### config.mk
export PLATFORM = sky130hd
export DESIGN_NAME = alu_seq
export DESIGN_NICKNAME = d
export VERILOG_FILES = /design/src/rtl/alu_seq.sv
export SDC_FILE = /design/constraint.sdc
export NUM_CORES = 1
export LEC_CHECK = 0
export CAP_MARGIN = 10
export CELL_PAD_IN_SITES_DETAIL_PLACEMENT = 1
export CELL_PAD_IN_SITES_GLOBAL_PLACEMENT = 1
export CORE_MARGIN = 5
export CORE_UTILIZATION = 38
export DETAILED_ROUTE_END_ITERATION = 10
export DONT_BUFFER_PORTS = 1
export PLACE_DENSITY_LB_ADDON = 0.1
export SYNTH_ARGS = -nofsm -noshare
export SYNTH_HDL_FRONTEND = slang
export SYNTH_SLANG_ARGS = --single-unit
### constraint.sdc
create_clock -name clk -period 3.8 [get_ports clk]
set_input_delay 0.76 -clock clk [delete_from_list [all_inputs] [get_ports clk]]
set_output_delay 0.76 -clock clk [all_outputs]
set_load 0.03 [all_outputs]
### src/rtl/alu_seq.sv
// alu_seq: multi-cycle WIDTH-bit ALU with a persistent {C,L,F,Z,N} flag
// register, iterative variable shifts, an iterative shift-add multiplier
// and a valid/ready handshake on both sides.
module alu_seq #(
  parameter int WIDTH = 16,
  parameter int SHW   = $clog2(WIDTH)
) (
  input  logic             clk,
  input  logic             reset_n,
  input  logic             flush,
  input  logic             in_valid,
  output logic             in_ready,
  input  logic [3:0]       op,
  input  logic [WIDTH-1:0] a,
  input  logic [WIDTH-1:0] b,
  output logic [WIDTH-1:0] result,
  output logic             out_valid,
  input  logic             out_ready,
  output logic [4:0]       flags,
  output logic             busy
);

  // Counter must hold both a shift magnitude of 2^SHW and WIDTH.
  localparam int CW = SHW + 1;

  // Bit positions inside the {C,L,F,Z,N} flag register.
  localparam int FC = 4;
  localparam int FL = 3;
  localparam int FF = 2;
  localparam int FZ = 1;
  localparam int FN = 0;

  typedef enum logic [1:0] {
    S_IDLE,
    S_BUSY,
    S_DONE
  } state_t;

  typedef enum logic [3:0] {
    OP_NOP  = 4'd0,
    OP_ADD  = 4'd1,
    OP_ADDU = 4'd2,
    OP_ADDC = 4'd3,
    OP_SUB  = 4'd4,
    OP_CMP  = 4'd5,
    OP_AND  = 4'd6,
    OP_OR   = 4'd7,
    OP_XOR  = 4'd8,
    OP_NOT  = 4'd9,
    OP_MOV  = 4'd10,
    OP_LSH  = 4'd11,
    OP_ASH  = 4'd12,
    OP_MUL  = 4'd13
  } op_t;

  state_t           state_q, state_d;
  logic [3:0]       op_q, op_d;
  logic [WIDTH-1:0] acc_q, acc_d;        // shift value, or MUL accumulator
  logic [WIDTH-1:0] mcand_q, mcand_d;
  logic [WIDTH-1:0] mplier_q, mplier_d;
  logic [CW-1:0]    cnt_q, cnt_d;
  logic             left_q, left_d;      // shift direction: 1 = left
  logic [WIDTH-1:0] result_q, result_d;
  logic [4:0]       flags_q, flags_d;

  // Single-cycle datapath on the presented operands.
  logic [WIDTH:0]   sum_w;
  logic [WIDTH-1:0] one_res;
  logic [4:0]       one_flags;
  logic [SHW:0]     amt_raw;
  logic [CW-1:0]    amt_mag;
  logic             is_shift;

  assign amt_raw  = b[SHW:0];
  assign amt_mag  = amt_raw[SHW] ? ('0 - amt_raw) : amt_raw;
  assign is_shift = (op == OP_LSH) || (op == OP_ASH);

  // Result and next flag value for ops that complete on the accept edge.
  always_comb begin
    // NOTE: every output of a combinational block gets a default first, so no path can infer a latch.
    sum_w     = '0;
    one_res   = '0;
    one_flags = flags_q;
    case (op)
      OP_ADD, OP_ADDU: begin
        sum_w         = {1'b0, a} + {1'b0, b};
        one_res       = sum_w[WIDTH-1:0];
        one_flags[FC] = sum_w[WIDTH];
        one_flags[FF] = (op == OP_ADDU) ? sum_w[WIDTH]
                      : (a[WIDTH-1] == b[WIDTH-1]) && (sum_w[WIDTH-1] != a[WIDTH-1]);
      end
      OP_ADDC: begin
        sum_w         = {1'b0, a} + {1'b0, b} + {{WIDTH{1'b0}}, flags_q[FC]};
        one_res       = sum_w[WIDTH-1:0];
        one_flags[FC] = sum_w[WIDTH];
        one_flags[FF] = (a[WIDTH-1] == b[WIDTH-1]) && (sum_w[WIDTH-1] != a[WIDTH-1]);
      end
      OP_SUB: begin
        sum_w         = {1'b0, a} - {1'b0, b};
        one_res       = sum_w[WIDTH-1:0];
        one_flags[FC] = sum_w[WIDTH];   // borrow out of the extended subtract
        one_flags[FF] = (a[WIDTH-1] != b[WIDTH-1]) && (sum_w[WIDTH-1] != a[WIDTH-1]);
      end
      OP_CMP: begin
        one_flags[FL] = a > b;
        one_flags[FZ] = a == b;
        one_flags[FN] = $signed(a) > $signed(b);
      end
      OP_AND:         one_res = a & b;
      OP_OR:          one_res = a | b;
      OP_XOR:         one_res = a ^ b;
      OP_NOT:         one_res = ~a;
      OP_MOV:         one_res = a;
      OP_LSH, OP_ASH: one_res = a;      // only reached here for a zero amount
      default:        one_res = '0;
    endcase
  end

  // Next-state and next datapath values; flush overrides everything.
  always_comb begin
    state_d  = state_q;
    op_d     = op_q;
    acc_d    = acc_q;
    mcand_d  = mcand_q;
    mplier_d = mplier_q;
    cnt_d    = cnt_q;
    left_d   = left_q;
    result_d = result_q;
    flags_d  = flags_q;
    if (flush) begin
      state_d = S_IDLE;
    end else begin
      case (state_q)
        S_IDLE: begin
          if (in_valid) begin
            op_d = op;
            if (op == OP_MUL) begin
              acc_d    = '0;
              mcand_d  = a;
              mplier_d = b;
              cnt_d    = CW'(WIDTH);
              state_d  = S_BUSY;
            end else if (is_shift && (amt_mag != '0)) begin
              acc_d   = a;
              left_d  = !amt_raw[SHW];
              cnt_d   = amt_mag;
              state_d = S_BUSY;
            end else begin
              result_d = one_res;
              flags_d  = one_flags;
              state_d  = S_DONE;
            end
          end
        end
        S_BUSY: begin
          cnt_d = cnt_q - CW'(1);
          if (op_q == OP_MUL) begin
            acc_d    = mplier_q[0] ? (acc_q + mcand_q) : acc_q;
            mcand_d  = mcand_q << 1;
            mplier_d = mplier_q >> 1;
          end else if (left_q) begin
            acc_d = acc_q << 1;
          end else begin
            acc_d = {(op_q == OP_ASH) & acc_q[WIDTH-1], acc_q[WIDTH-1:1]};
          end
          if (cnt_q == CW'(1)) begin
            result_d = acc_d;
            state_d  = S_DONE;
          end
        end
        S_DONE: begin
          if (out_ready) state_d = S_IDLE;
        end
        default: state_d = S_IDLE;
      endcase
    end
  end

  // State register.
  always_ff @(posedge clk or negedge reset_n) begin
    // NOTE: sequential state uses non-blocking assignments so every register samples pre-edge values.
    if (!reset_n) state_q <= S_IDLE;
    else          state_q <= state_d;
  end

  // Datapath, result and flag registers.
  always_ff @(posedge clk or negedge reset_n) begin
    if (!reset_n) begin
      op_q     <= '0;
      acc_q    <= '0;
      mcand_q  <= '0;
      mplier_q <= '0;
      cnt_q    <= '0;
      left_q   <= 1'b0;
      result_q <= '0;
      flags_q  <= '0;
    end else begin
      op_q     <= op_d;
      acc_q    <= acc_d;
      mcand_q  <= mcand_d;
      mplier_q <= mplier_d;
      cnt_q    <= cnt_d;
      left_q   <= left_d;
      result_q <= result_d;
      flags_q  <= flags_d;
    end
  end

  assign in_ready  = (state_q == S_IDLE);
  assign busy      = (state_q == S_BUSY);
  assign out_valid = (state_q == S_DONE);
  assign result    = result_q;
  assign flags     = flags_q;

endmodule

==> metrics.txt, run 1 <==
Post-synth EDFFs 0; Arr. time, crit path 3.61 ns; Num CTS Buffers 9; warnings from Yosys 0; final worst-path cycle share 0.897; initial antenna violation count 1; capture point of the worst reg-to-reg path acc_q[15]; Sw Pwr 0.00208 W; relative slew slack 0.370; R2R setup slack 0.63 ns; crit path max fanout 6; unrepaired setup endpoints after global routing false; # setup viols final 0; sequential element share of the synthesized area 0.244; quantity of gates resized following cts 0; CP required about 4 ns; worst-case reg-to-reg path depth 10; switching part of the total 0.449; Post-Syn Instances roughly 1.1k; most used cell, CP a211oi_1; Power Internal 0.00256 W; Routed WL per cell 23.1 um; slew of the pin with the lowest slew margin 0.944 ns; Top FF cell, synth dfrtp_1; Root Driver clkbuf_16; post-route ant nets 0; synthesized cell area around 8300 sq um; Slew Viols, Final 0; die height 158 um; die extent in x 158 um; Post-CTS Setup Inserts 0; Cell Chain, Critical Path inv_1 > ha_1 > inv_1 > fa_1 > nor2b_1 > o211ai_1 > a31oi_1 > a211oi_1 > a211oi_1 > a41oi_1 > o311ai_0 > a211oi_1 > a31oi_1; Critical Path End Type register; vias in the first global route 8400; initial core utilization 0.382; Startpoint Class input port; share of cells above drive strength 1 0.0830; clk sinks 81; Fillers about 2.7k; endpoints failing hold 0; Detailed Routing Iterations Pass 1 5; area of the die 24900 sq um; #FFs+latches synth ~80; static leakage 3.90 nW; Core Region approximately 22000 sq um; clk_lat worst skew approximately 0.35 ns; crit path time final 3.41 ns; # diodes 0; Layout Nets roughly 1.2k; worst setup margin 0.391 ns; Vias per Instance between 5 and 6; first-pass GRT wire length 49.7 mm; Area Overhead vs Synth 9.31%; area occupied by multi-input gates 5820 sq um; biggest area consumer among synthesized cells dfrtp_1; utilization after layout 0.418; Synth top area share 0.244; Row Count 54; R2R Path Start acc_q[1]; clock skew 0.0146 ns; CP max-delay cell fa_1; pwr/cell area roughly 510 nW/um^2; gpl congestion 0.910; largest net degree at the start of global routing 82; port buffer count 0; Crit Path Class input port to register; DP HPWL 24.3 mm; GRT Residual Overflow 0; largest cells by area after synthesis dfrtp_1 (24%), ha_1 (10%), nand2_1 (6.2%), nor2_1 (6.1%), a21oi_1 (5.6%); Max Cap Violations 0; Synth Area per Inst 7.53 sq um; routed wire length between 30 and 40 mm; CTS tree done; Ports 65; Fmax 293 MHz; pre-CTS setup slack 0.0805 ns; All-Layer GR Usage 0.258; post-synth cell types 86; Worst-path clk slew 0.07 ns; worst vdd ir 0.237 mV; Post-Synthesis Net Count about 1.2k; DRC viols 0; CP peak stage delay between 0.4 and 0.5 ns; outcome complete, no violations; FFs w/ async S/R, synth 1.00; Sequential Power Share 0.357; cts-stage hold buffer count 0; clk buf depth 2; Reg area 2030 sq um; H-tree depth 3; combinational share of power 0.459; Clk pwr share 0.184; setup_tns 0 ns; type of the most critical hold path input port to asynchronous set/reset pin; routed vias approximately 8k; initial DRC count 539
worst max-delay path by stage:
stage | start | to | slack (ns) | depth (start not counted)
final | a[0] | result[14] | 0.39 | 13
after global routing | b[10] | result[15] | 0.22 | 12
after CTS | a[0] | result[14] | 0.45 | 13
after detailed placement | b[1] | flags[4] | 0.08 | 11
after global placement | b[1] | flags[4] | 0.15 | 11
after floorplan | b[4] | flags[4] | 0.17 | 13
cell usage in the layout, fill, tap and decap left out, types with 9 or more instances in the layout:
master and instances:
o31ai_1 12, nor2_1 134, xor2_1 11, nor2b_1 17, nor3_1 29, a211oi_1 24
buf_4 46, nand2_1 137, nand3_1 16, a21o_1 16, xnor2_1 27, clkbuf_16 9
inv_1 60, a221oi_1 13, dfrtp_1 81, ha_1 68, a21oi_1 93, o221ai_1 12
o22ai_1 10, mux2i_1 20, o21ai_0 43, a31oi_1 51
critical path: cells and delay by family:
family / cells / cell delay, ns
simple gates: 1 / 0.17
fa+ha+maj: 2 / 0.59
buf+inv: 2 / 0.12
compound gates: 8 / 1.97
metal layers:
metal	vias to the layer above	track usage	share of wire
li1	3957	-	-
met1	4071	0.353	0.46
met2	151	0.434	0.48
met3	36	0.0276	0.040
met4	0	0.0660	0.021
met5	-	0	0
flip-flops by register name (all words and copies together), names as in the netlist:
signal    flops
acc_q        16
mcand_q      16
mplier_q     16
result       16
cnt_q         5
flags         5
op_q          4
state_q       2
left_q        1
power by group through the flow:
stage	Clock (W)	Sequential (W)	Combinational [W]
floorplan	0	0.00153	0.00165
global placement	0	0.00167	0.00207
detailed placement	0	0.00168	0.00210
CTS	0.000876	0.00166	0.00212
global route	0.000906	0.00170	0.00237
finish	0.000852	0.00166	0.00213
synth_stat cells, types with 13 or more instances:
| master | number |
|---|---|
| a211oi_1 | 25 |
| a21o_1 | 16 |
| a21oi_1 | 93 |
| a221oi_1 | 13 |
| a31oi_1 | 51 |
| clkbuf_1 | 61 |
| dfrtp_1 | 81 |
| ha_1 | 68 |
| inv_1 | 60 |
| mux2i_1 | 20 |
| nand2_1 | 137 |
| nand3_1 | 16 |
| nor2_1 | 134 |
| nor2b_1 | 17 |
| nor3_1 | 30 |
| o21ai_0 | 43 |
| o31ai_1 | 13 |
| xnor2_1 | 27 |
through the flow:
| step | hold slack (ns) | total power, W | std cells | area [sq um] |
|---|---|---|---|---|
| final | 0.101 | 0.00464 | 1376 | 9070 |
| after detailed placement | 0.464 | 0.00378 | 1360 | 8790 |
| after global placement | 0.457 | 0.00373 | 1360 | 8790 |
| after CTS | 0.0873 | 0.00466 | 1376 | 9070 |
| after floorplan | 0.447 | 0.00317 | 1101 | 8300 |
| after global routing | 0.0890 | 0.00498 | 1376 | 9070 |
layout make-up:
cell class | instances | share of cell area
clock buffer | 12 | 0.0272
inverter | 62 | 0.0257
timing repair buffer | 47 | 0.0403
multi-input combinational | 890 | 0.642
clock inverter | 4 | 0.00304
tap | 280 | 0.0386
sequential | 81 | 0.224
logic make-up (layout without fill, tap and decap cells):
kind of cell | Yosys count | after routing | share of synthesized area
AO/OA/AOI/OAI | 360 | 360 | 0.294
XOR/XNOR | 40 | 40 | 0.0440
multiplexers | 22 | 22 | 0.0268
flip-flops | 81 | 81 | 0.244
adder cells (fa/ha/maj) | 71 | 71 | 0.110
buffers and inverters | 130 | 125 | 0.0597
AND/OR/NAND/NOR | 397 | 397 | 0.221
Note: power is estimated with default switching activity, not from simulation.
==> inputs of run 2 (changes only) <==
PLACE_DENSITY = 0.7   (was not set)
PLACE_DENSITY_LB_ADDON = not set   (was 0.1)
==> metrics.txt, run 2 (synthesis gave the netlist of run 1 again) <==
outcome complete, no violations; R2R Path Start acc_q[1]; worst vdd ir 0.231 mV; Root Driver clkbuf_16; gpl congestion 0.885; worst setup path startpoint a[0]; unrepaired setup endpoints after global routing false; worst-case reg-to-reg path depth 10; All-Layer GR Usage 0.253; combinational share of power 0.435; Clk pwr share 0.221; Critical Path End Type register; CP endpoint result[15]; routed wire length 31.3 mm; most frequent cells in the layout nand2_1 (137), nor2_1 (134), a21oi_1 (93); crit path time final 3.43 ns; Layout Nets 1196; GRT Residual Overflow 0; Cell Count, Final, Fillers Out ~1.4k; DP HPWL 23.5 mm; endpoints failing hold 0; Min Hold Slack 0.0961 ns; Worst-path clk slew 0.07 ns; Crit Path Class input port to register; initial core utilization 0.382; Post-CTS Setup Inserts 0; switching part of the total 0.438; CTS tree done; Power Internal 0.00272 W; static leakage between 3 and 4 nW; Core Region between 20000 and 25000 sq um; Sequential Power Share 0.344; post-route ant nets 0; initial antenna violation count 0; Sw Pwr roughly 0.0021 W; setup_tns 0 ns; slew of the pin with the lowest slew margin 0.963 ns; utilization after layout 0.419; H-tree depth 3; DRC viols 0; Routed WL per cell about 23 um; area of the die around 25000 sq um; # setup viols final 0; R2R setup slack 0.48 ns; routed vias 8406; Arr. time, crit path 3.64 ns; vias in the first global route ~8.5k; capture point of the worst reg-to-reg path acc_q[15]; Detailed Routing Iterations Pass 1 5; commonest non-fill, non-tap cell in the layout nand2_1; Max Cap Violations 0; Ports 65; clock skew 0.00707 ns; pwr/cell area 533 nW/um^2; first-pass GRT wire length 49.2 mm; crit path max fanout 6; Area Overhead vs Synth 9.52%; die height 158 um; Tot Pwr 0.00484 W; initial DRC count 576; clk_lat worst skew 0.36 ns; cell count after placement 1353; Num CTS Buffers 9; largest net degree at the start of global routing 82; Fillers 2664; Vias per Instance roughly 6; share of cells above drive strength 1 0.0781; # diodes 0; Slew Viols, Final 0; relative slew slack 0.358; type of the most critical hold path input port to asynchronous set/reset pin; CP required 4.01 ns; Startpoint Class input port; quantity of gates resized following cts 0; final worst-path cycle share 0.902; clk sinks 81; Row Count 54; cts-stage hold buffer count 0; Fmax just under 300 MHz; port buffer count 0; clk buf depth 2; die extent in x roughly 160 um
[run 2: power groups by stage]
stage	logic (W)	clock network, W	registers (W)
final	0.00211	0.00107	0.00167
after global routing	0.00236	0.00113	0.00171
after CTS	0.00210	0.00109	0.00167
after detailed placement	0.00207	0	0.00168
after global placement	0.00201	0	0.00168
after floorplan	0.00165	0	0.00153
[run 2: worst min path at each step]
stage	slack, ns	end
after global routing	0.08	mcand_q[12]
after CTS	0.09	op_q[3]
after detailed placement	0.47	mcand_q[14]
after floorplan	0.45	op_q[3]
final	0.1	mcand_q[13]
after global placement	0.46	op_q[1]
[run 2: per-layer routing]
| metal | routed length, um | vias to the layer above | track usage |
|---|---|---|---|
| li1 | - | 3952 | - |
| met1 | 14000 | 4211 | 0.336 |
| met2 | 15200 | 200 | 0.432 |
| met3 | 1270 | 43 | 0.0276 |
| met4 | 847 | 0 | 0.0832 |
| met5 | 0 | - | 0 |
[run 2: final cells by class]
class | instances | area (sq um) | area share
Sequential cell | 81 | 2030 | 0.223
Multi-Input combinational cell | 890 | 5820 | 0.640
Inverter | 62 | 233 | 0.0256
Clock inverter | 6 | 115 | 0.0127
Clock buffer | 10 | 229 | 0.0252
Tap cell | 280 | 350 | 0.0386
Timing Repair Buffer | 40 | 313 | 0.0344
[run 2: metrics by stage]
stage | setup slack (ns) | instance area [sq um]
5_1_grt | 0.222 | 9080
6_report | 0.374 | 9080
2_1_floorplan | 0.170 | 8300
3_3_place_gp | 0.197 | 8740
4_1_cts | 0.401 | 9080
3_5_place_dp | 0.132 | 8740
[run 2: worst max-delay path, stage by stage]
cell      delay, ns
ha_1           0.17
inv_1          0.06
fa_1           0.39
and2b_1        0.30
o21ai_2        0.12
a211oi_1       0.36
o21ai_1        0.21
o211ai_1       0.30
xor2_1         0.40
a311oi_1       0.16
o31ai_1        0.30
a21oi_1        0.11
==> inputs of run 3 (changes only) <==
CORE_MARGIN = not set   (was 5)
CTS_CLUSTER_SIZE = 16   (was not set)
==> metrics.txt, run 3 (synthesis gave the netlist of run 1 again) <==
outcome complete, no violations; clock skew 0.00982 ns; Vias per Instance 6.07; die extent in x 150 um; crit path time final 3.40 ns; most used cell, CP a31oi_1; Num CTS Buffers 9; Fillers around 2.6k; type of the most critical hold path input port to asynchronous set/reset pin; Detailed Routing Iterations Pass 1 5; initial core utilization 0.391; Routed WL per cell 22.5 um; static leakage between 3 and 4 nW; worst vdd ir 0.244 mV; die height approximately 150 um; setup_tns 0 ns; port buffer count 0; Row Count 53; Post-CTS Setup Inserts 0; clk buf depth 2; clk sinks 81; Fmax 294 MHz; Cell Count, Final, Fillers Out 1367; post-route ant nets 0; final worst-path cycle share 0.895; H-tree depth 3; endpoints failing hold 0; Startpoint Class input port; relative slew slack 0.378; cell family with most CP delay compound AO/OA/AOI/OAI gates; initial DRC count 454; All-Layer GR Usage 0.278; Slew Viols, Final 0; routed wire length 30.7 mm; most frequent cells in the layout nand2_1 (137), nor2_1 (134), a21oi_1 (93); Ports 65; Root Driver clkbuf_16; initial antenna violation count 0; Max Cap Violations 0; pre-CTS setup slack 0.0838 ns; Area Overhead vs Synth 9.65%; cts-stage hold buffer count 0; Core Region 21200 sq um; routed vias 8304; CTS tree done; GRT Residual Overflow 0; cell count after placement 1351; area occupied by multi-input gates 5820 sq um; share of cells above drive strength 1 0.0815; worst setup margin 0.400 ns; largest net degree at the start of global routing 82; gpl congestion 0.912; CP required 4.02 ns; area of the die 22400 sq um; # diodes 0; crit path max fanout 6; vias in the first global route 8122; Crit Path Class input port to register; Cell Chain, Critical Path inv_1 > ha_1 > a211oi_4 > o211ai_1 > a31oi_1 > xnor2_1 > nor4b_4 > and4b_1 > a211oi_1 > o31ai_1 > a31oi_1; Arr. time, crit path 3.62 ns; pwr/cell area 526 nW/um^2; CP max-delay cell a211oi_4; # setup viols final 0; DP HPWL approximately 23 mm; unrepaired setup endpoints after global routing false; clk_lat worst skew 0.36 ns; Worst-path clk slew 0.07 ns; DRC viols 0; Min Hold Slack 0.0924 ns; CP peak stage delay 0.37 ns; CP bufs+invs 1; commonest non-fill, non-tap cell in the layout nand2_1; Reg area a little over 2000 sq um; first-pass GRT wire length 47.4 mm; slew of the pin with the lowest slew margin 0.933 ns; quantity of gates resized following cts 0; Layout Nets ~1.2k; Critical Path End Type register
[run 3: power by group]
part	total (W)	internal (W)	switching, W
Combinational	0.00211	0.000921	0.00119
Sequential	0.00167	0.00116	0.000505
Clock	0.00101	0.000583	0.000426
Total	0.00478	0.00267	0.00212
[run 3: stage by stage]
step / util / instance area (sq um) / total power (W)
global route: 0.429 / 9100 / 0.00513
floorplan: - / 8300 / 0.00317
detailed placement: 0.413 / 8770 / 0.00376
finish: 0.429 / 9100 / 0.00478
CTS: 0.429 / 9100 / 0.00479
global placement: 0.413 / 8770 / 0.00369
[run 3: metal layers]
metal  global-route usage  vias up  routed length [um]  part of all wire
li1                     -     3960                   -                 -
met1                0.364     4118               13900              0.45
met2                0.476      187               14800              0.48
met3               0.0302       39                1140             0.037
met4               0.0924        0                 811             0.026
met5                    0        -                   0                 0
[run 3: layout make-up]
cell class	instances	share of cell area
Inverter	62	0.0256
Sequential cell	81	0.223
Multi-Input combinational cell	890	0.640
Clock inverter	7	0.0111
Clock buffer	9	0.0248
Tap cell	275	0.0378
Timing Repair Buffer	43	0.0382
[run 3: final timing paths]
| path | slack (ns) | depth (start not counted) | endpoint | from |
|---|---|---|---|---|
| worst min-delay path | 0.09 | 0 | result[3] | reset_n |
| worst max-delay path | 0.40 | 11 | result[13] | b[1] |
| min in group clk | 0.48 | 2 | op_q[3] | op_q[3] |
| worst max register to register | 0.53 | 10 | acc_q[15] | acc_q[1] |
| max in group asynchronous | 3.55 | 0 | mplier_q[2] | reset_n |
| worst min register to register | 0.48 | 2 | op_q[3] | op_q[3] |
[run 3: worst register-to-register path: stages, from the launching register on]
cell      delay [ns]
dfrtp_1         0.44
ha_1            0.34
a211oi_1        0.31
o21bai_1        0.16
a211oi_1        0.43
o31ai_1         0.21
o41ai_1         0.36
xor2_1          0.24
nor3_1          0.07
o31ai_1         0.43
a31oi_1         0.15
